===== config.mk =====
export PLATFORM = sky130hd
export DESIGN_NAME = ysyx_23060332_wb_arb
export DESIGN_NICKNAME = d
export VERILOG_FILES = /design/src/rtl/ysyx_23060332_wb_arb_pkg.sv /design/src/rtl/ysyx_23060332_rr_arb.sv /design/src/rtl/ysyx_23060332_wb_arb.sv
export SDC_FILE = /design/constraint.sdc
export NUM_CORES = 1
export LEC_CHECK = 0
export ABC_AREA = 1
export CORE_ASPECT_RATIO = 0.5
export CORE_MARGIN = 10
export CORE_UTILIZATION = 48
export DETAILED_ROUTE_END_ITERATION = 10
export PLACE_DENSITY = 0.78
export RECOVER_POWER = 100
export SETUP_SLACK_MARGIN = 0.4
export SLEW_MARGIN = 20
export SYNTH_ARGS = -nofsm -noshare
export SYNTH_HDL_FRONTEND = slang
export SYNTH_SLANG_ARGS = --single-unit

===== constraint.sdc =====
create_clock -name clk -period 2.3 [get_ports clk]
set_input_delay 0.575 -clock clk [delete_from_list [all_inputs] [get_ports clk]]
set_output_delay 0.575 -clock clk [all_outputs]
set_load 0.05 [all_outputs]

===== src/rtl/ysyx_23060332_wb_arb_pkg.sv =====
// Shared regfile bus types for the writeback arbiter and scoreboard.
package ysyx_23060332_wb_arb_pkg;

    localparam int REG_ADDR_W = 5;
    localparam int REG_DATA_W = 32;
    localparam int NUM_REGS   = 32;

    typedef logic [REG_ADDR_W-1:0] reg_addr_bus_t;
    typedef logic [REG_DATA_W-1:0] reg_data_bus_t;

    // x0 is hardwired to zero: never written, never busy.
    localparam reg_addr_bus_t ZERO_REG = 5'd0;

endpackage


===== src/rtl/ysyx_23060332_rr_arb.sv =====
// Round-robin arbiter: one-hot grant, search starts at rr_ptr and wraps.
module ysyx_23060332_rr_arb #(
    parameter int N = 3
) (
    input  logic         clk,
    input  logic         rst,
    input  logic [N-1:0] req,
    output logic [N-1:0] grant
);

    localparam int PTR_W = (N > 1) ? $clog2(N) : 1;

    logic [PTR_W-1:0] rr_ptr;
    logic [PTR_W-1:0] gnt_idx;
    logic [PTR_W-1:0] idx;
    logic [PTR_W:0]   sum;
    logic             gnt_any;

    // Scan N slots starting at rr_ptr; the first active request wins.
    always_comb begin
        grant   = '0;
        gnt_idx = '0;
        gnt_any = 1'b0;
        sum     = '0;
        idx     = '0;
        for (int k = 0; k < N; k++) begin
            sum = {1'b0, rr_ptr} + (PTR_W+1)'(k);
            if (sum >= (PTR_W+1)'(N))
                sum = sum - (PTR_W+1)'(N);
            idx = sum[PTR_W-1:0];
            if (!gnt_any && req[idx]) begin
                grant[idx] = 1'b1;
                gnt_idx    = idx;
                gnt_any    = 1'b1;
            end
        end
    end

    // Next search starts just past the winner; hold when nobody asked.
    always_ff @(posedge clk) begin
        if (rst)
            rr_ptr <= '0;
        else if (gnt_any)
            rr_ptr <= (gnt_idx == PTR_W'(N-1)) ? '0 : gnt_idx + PTR_W'(1);
    end

endmodule


===== src/rtl/ysyx_23060332_wb_arb.sv =====
// Writeback arbiter for the single regfile write port, plus a per-register
// pending-write scoreboard that reports RAW hazards to the IDU.
module ysyx_23060332_wb_arb
    import ysyx_23060332_wb_arb_pkg::*;
#(
    parameter int N_REQ = 3,
    parameter int CNT_W = 2
) (
    input  logic                  clk,
    input  logic                  rst,
    input  logic [N_REQ-1:0]      req_valid,
    output logic [N_REQ-1:0]      req_ready,
    input  logic [N_REQ*5-1:0]    req_waddr,
    input  logic [N_REQ*32-1:0]   req_wdata,
    output logic [4:0]            reg_waddr,
    output logic [31:0]           reg_wdata,
    output logic                  reg_wen,
    input  logic                  issue_valid,
    input  logic [4:0]            issue_rd,
    output logic                  issue_ready,
    input  logic [4:0]            rs1_addr,
    input  logic [4:0]            rs2_addr,
    output logic                  rs1_busy,
    output logic                  rs2_busy,
    output logic                  err_underflow
);

    logic [N_REQ-1:0]                  grant;
    reg_addr_bus_t                     sel_addr;
    reg_data_bus_t                     sel_data;
    logic [NUM_REGS-1:0][CNT_W-1:0]    pend;
    logic [NUM_REGS-1:0]               inc_vec;
    logic [NUM_REGS-1:0]               dec_vec;

    ysyx_23060332_rr_arb #(.N(N_REQ)) u_rr_arb (
        .clk   (clk),
        .rst   (rst),
        .req   (req_valid),
        .grant (grant)
    );

    // The write port never stalls, so the grant is the handshake.
    assign req_ready = grant;

    // Select the granted requester's address and data.
    always_comb begin
        sel_addr = ZERO_REG;
        sel_data = '0;
        for (int i = 0; i < N_REQ; i++) begin
            if (grant[i]) begin
                sel_addr = req_waddr[5*i +: 5];
                sel_data = req_wdata[32*i +: 32];
            end
        end
    end

    // One-cycle output stage; an x0 grant is consumed without a write.
    always_ff @(posedge clk) begin
        if (rst) begin
            reg_wen   <= 1'b0;
            reg_waddr <= ZERO_REG;
            reg_wdata <= '0;
        end else if (|grant) begin
            reg_wen   <= (sel_addr != ZERO_REG);
            reg_waddr <= sel_addr;
            reg_wdata <= sel_data;
        end else begin
            reg_wen   <= 1'b0;
        end
    end

    // Issue is refused only when the destination counter is saturated.
    assign issue_ready = !((issue_rd != ZERO_REG) && (&pend[issue_rd]));

    // No bypass: busy stays up through the reg_wen cycle.
    assign rs1_busy = (rs1_addr != ZERO_REG) && (pend[rs1_addr] != '0);
    assign rs2_busy = (rs2_addr != ZERO_REG) && (pend[rs2_addr] != '0);

    // Per-register increment (issue) and decrement (commit) strobes.
    always_comb begin
        inc_vec = '0;
        dec_vec = '0;
        for (int r = 1; r < NUM_REGS; r++) begin
            inc_vec[r] = issue_valid && issue_ready && (issue_rd == 5'(r));
            dec_vec[r] = reg_wen && (reg_waddr == 5'(r));
        end
    end

    // Counter update; decrement lands on the edge the regfile writes.
    always_ff @(posedge clk) begin
        if (rst) begin
            pend          <= '0;
            err_underflow <= 1'b0;
        end else begin
            for (int r = 1; r < NUM_REGS; r++) begin
                case ({inc_vec[r], dec_vec[r]})
                    2'b10: pend[r] <= pend[r] + 1'b1;
                    2'b01: begin
                        if (pend[r] == '0)
                            err_underflow <= 1'b1;
                        else
                            pend[r] <= pend[r] - 1'b1;
                    end
                    default: ;
                endcase
            end
        end
    end

endmodule


==> results.sh <==
export IMPL_clkLatencyLatePin_ns=0.37
export IMPL_post_dp_cell_area_um2=11400
export IMPL_fmax_mhz=320
export IMPL_worst_setup_path_end_kind="flip-flop"
export IMPL_cts_made_buffers=9
export IMPL_antenna_found_initial=1
export IMPL_final_core_util=0.825
export IMPL_powerDensity_nw_per_um2=1050
export IMPL_syn_nets=1505
export IMPL_fillers=1037
export IMPL_setup_ws_ns=-0.826
export IMPL_clkPwrFrac=0.109
export IMPL_status="finished, violations left"
export IMPL_initial_core_util=0.485
export IMPL_fp_dieH_um=113
export IMPL_seq_area_frac_synth=0.246
export IMPL_hold_viol=0
export IMPL_drc=0
export IMPL_path_buf_inv=11
export IMPL_power_frac_comb=0.737
export IMPL_die_area_um2=23500
export IMPL_path_delay_family="buffers and inverters"
export IMPL_cp_cell_sequence="buf_6 -> ha_4 -> inv_1 -> nand3_2 -> nand2_2 -> inv_2 -> nand2_4 -> inv_2 -> nand2_4 -> inv_2 -> nand2_2 -> o211ai_4 -> buf_4 -> buf_6 -> buf_6 -> nor3_4 -> buf_4 -> buf_6 -> buf_16 -> nand2_1 -> a21oi_1"
export IMPL_ir_drop_mv=1.53
export IMPL_cp_max_fo=8
export IMPL_worstSetupStartpointType="flip-flop"
export IMPL_fin_crit_ns=3.13
export IMPL_h_tree_depth=3
export IMPL_cts_tree="done"
export IMPL_syn_to_final_growth_pct=70.0
export IMPL_p_leak_nw=6.10
export IMPL_ys_flop_type="dfxtp_1"
export IMPL_setup_worst_path_class="reg -> reg"
export IMPL_crit_required_ns=2.54
export IMPL_fin_area_um2=14300
export IMPL_grt_max_degree=27
export IMPL_slowest_stage="dfxtp_4"
export IMPL_die_w_um=207
export IMPL_ys_ff_latch=103
export IMPL_clock_skew_ns=0.0213
export IMPL_nets=1848
export IMPL_drive_gt1_frac=0.381
export IMPL_clockBufferDepth=2
export IMPL_synthArstFlopShare=0
export IMPL_hold_buffers=0
export IMPL_relSlewSlack=0.495
export IMPL_slew_violations=0
export IMPL_place_ws_ns=-1.11
export IMPL_fin_crit_sh=1.36
export IMPL_tightestPinTransition_ns=0.750
export IMPL_synth_distinct_cells=40
export IMPL_min_path_type="reg -> reg"
export IMPL_rsz0062_at_grt="true"
export IMPL_netlist_instances=1369
export IMPL_syn_mean_instance_area_um2=6.12
export IMPL_boundaryPins=177
export IMPL_numPortBuffers=176
export IMPL_cts_root_buffer="clkbuf_16"
export IMPL_core_um2=17300
export IMPL_swShare=0.509
export IMPL_p_seq_frac=0.154
export IMPL_dp_hpwl_um=27500
export IMPL_drt_wl_total_um=44900
export IMPL_synth_edf_count=0
export IMPL_yosysWarnings=0
export IMPL_initialDrtViolationCount=1391
export IMPL_max_stage_delay_ns=0.37
export IMPL_gp_congestion=0.996
export IMPL_crit_arrival_ns=3.37
export IMPL_vias=11849
export IMPL_tns_ns=-26.87
export IMPL_violations="setup timing"
export IMPL_finalSetupViolations=74
export IMPL_grt_pass1_vias=11108
export IMPL_fin_total_pwr_mw=14.9
export IMPL_clock_sinks=103
export IMPL_grt_pass1_wl_um=60100
export IMPL_switchingPower_mw=7.60
export IMPL_row_count=34
export IMPL_post_drt_wl_per_cell_um=23.0
export IMPL_syn_area_um2=8380
export IMPL_maxCapViolCount=0
export IMPL_cpMostUsedCell="buf_6"
export IMPL_grtUsageTotal=0.321
export IMPL_drtPass1Iterations=6
export IMPL_clk_pin_slew_ns=0.09
export IMPL_grt_overflow_total=0
export IMPL_drtAntennaViolNets=0
export IMPL_intPower_mw=7.32
export IMPL_vias_per_cell=6.07
area by class of cell:
class                   count  area [µm²]  share of cell area
inverters                 182         723              0.0507
well taps                 234         293              0.0205
flip-flops and latches    103        2130               0.149
clock inverters             5        47.5             0.00334
multi-input cells        1028        6700               0.470
diodes                      1        2.50            0.000176
clock buffers              11         243              0.0170
repair buffers            388        4120               0.289
cells by family (layout without fill, tap and decap cells):
group,Yosys count,count (layout),synth area share
AO/OA/AOI/OAI,325,325,0.212
adder cells (fa/ha/maj),4,4,0.00597
buffers and inverters,238,586,0.125
flip-flops,103,103,0.246
other,0,1,0
AND/OR/NAND/NOR,699,699,0.411
power by group through the flow:
stage	Sequential [mW]	Combinational (mW)	Clock, mW
after floorplan	3.08	3.50	0
after global placement	2.27	6.43	0
after detailed placement	2.28	6.50	0
after CTS	2.24	8.48	1.59
after global routing	2.31	11.3	1.69
final	2.30	11.0	1.63
metrics by stage:
| step | hold WS [ns] | std cells |
|---|---|---|
| after floorplan | 0.446 | 1369 |
| after global placement | 0.447 | 1851 |
| after detailed placement | 0.452 | 1851 |
| after CTS | 0.460 | 1928 |
| after global routing | 0.474 | 1952 |
| final | 0.458 | 1952 |
cells in the mapped netlist, types with 4 or more instances:
cell type,n,area (µm²)
a21oi_1,159,796
a311oi_1,12,105
a31oi_1,15,93.8
buf_2,13,65.1
buf_4,7,52.6
buf_6,8,90.1
clkbuf_1,22,82.6
clkinv_1,4,15.0
dfxtp_1,103,2060
ha_1,4,50.1
inv_1,163,612
inv_2,14,52.6
nand2_1,323,1210
nand3_1,113,566
nand4_1,15,93.8
nand4_4,28,596
nor2_1,184,691
nor2_2,20,125
o21ai_0,58,290
o21ai_1,56,280
o21ai_2,10,87.6
o21bai_1,7,52.6
worst reg2reg max path, cell delays in order (launching register included):
cell and delay, ns:
dfxtp_4 0.37, buf_6 0.12, ha_4 0.18, inv_1 0.13
nand3_2 0.10, nand2_2 0.12, inv_2 0.07, nand2_4 0.08
inv_2 0.05, nand2_4 0.07, inv_2 0.05, nand2_2 0.07
o211ai_4 0.12, buf_4 0.17, buf_6 0.12, buf_6 0.13
nor3_4 0.22, buf_4 0.15, buf_6 0.13, buf_16 0.14
nand2_1 0.06, a21oi_1 0.35
layout by cell type (no fill, tap or decap), types with 35 or more instances in the layout:
master / synthesis / final
nand2_1: 323 / 275
inv_1: 163 / 129
a21oi_2: 0 / 61
nor2_4: 1 / 35
buf_6: 8 / 64
o21ai_1: 56 / 62
dfxtp_1: 103 / 65
nand3_2: 3 / 40
clkdlybuf4s50_1: 0 / 116
nand3_1: 113 / 73
a21oi_1: 159 / 83
buf_4: 7 / 106
nand2_2: 2 / 39
inv_2: 14 / 42
nor2_1: 184 / 147
per-layer routing:
layer,share of wire,vias to the layer above,global-route usage
li1,-,5202,-
met1,0.37,5591,0.384
met2,0.46,828,0.536
met3,0.11,228,0.105
met4,0.059,0,0.108
met5,0,-,0
timing repair:
action                                  4_1_cts  5_1_grt
hold endpoints to repair                      0        0
endpoints found under the setup margin      143      115
buffers inserted                             51       22
cloned                                       10        1
resized for setup                           373      240
pin swaps                                    97      117
flip-flops by register name, summed over array words and instances (netlist names):
register	count
reg_waddr	5
reg_wen	1
reg_wdata	32
err_underflow	1
pend	62
u_rr_arb.rr_ptr	2
worst paths after layout:
| kind | depth (start not counted) | startpoint | to | slack [ns] |
|---|---|---|---|---|
| worst min-delay path | 2 | reg_wdata[2] | reg_wdata[2] | 0.46 |
| worst min register to register | 2 | reg_wdata[2] | reg_wdata[2] | 0.46 |
| worst max-delay path | 21 | u_rr_arb.rr_ptr[0] | reg_wdata[19] | -0.83 |
| worst max register to register | 21 | u_rr_arb.rr_ptr[0] | reg_wdata[19] | -0.83 |
Note: power is estimated with default switching activity, not from simulation.
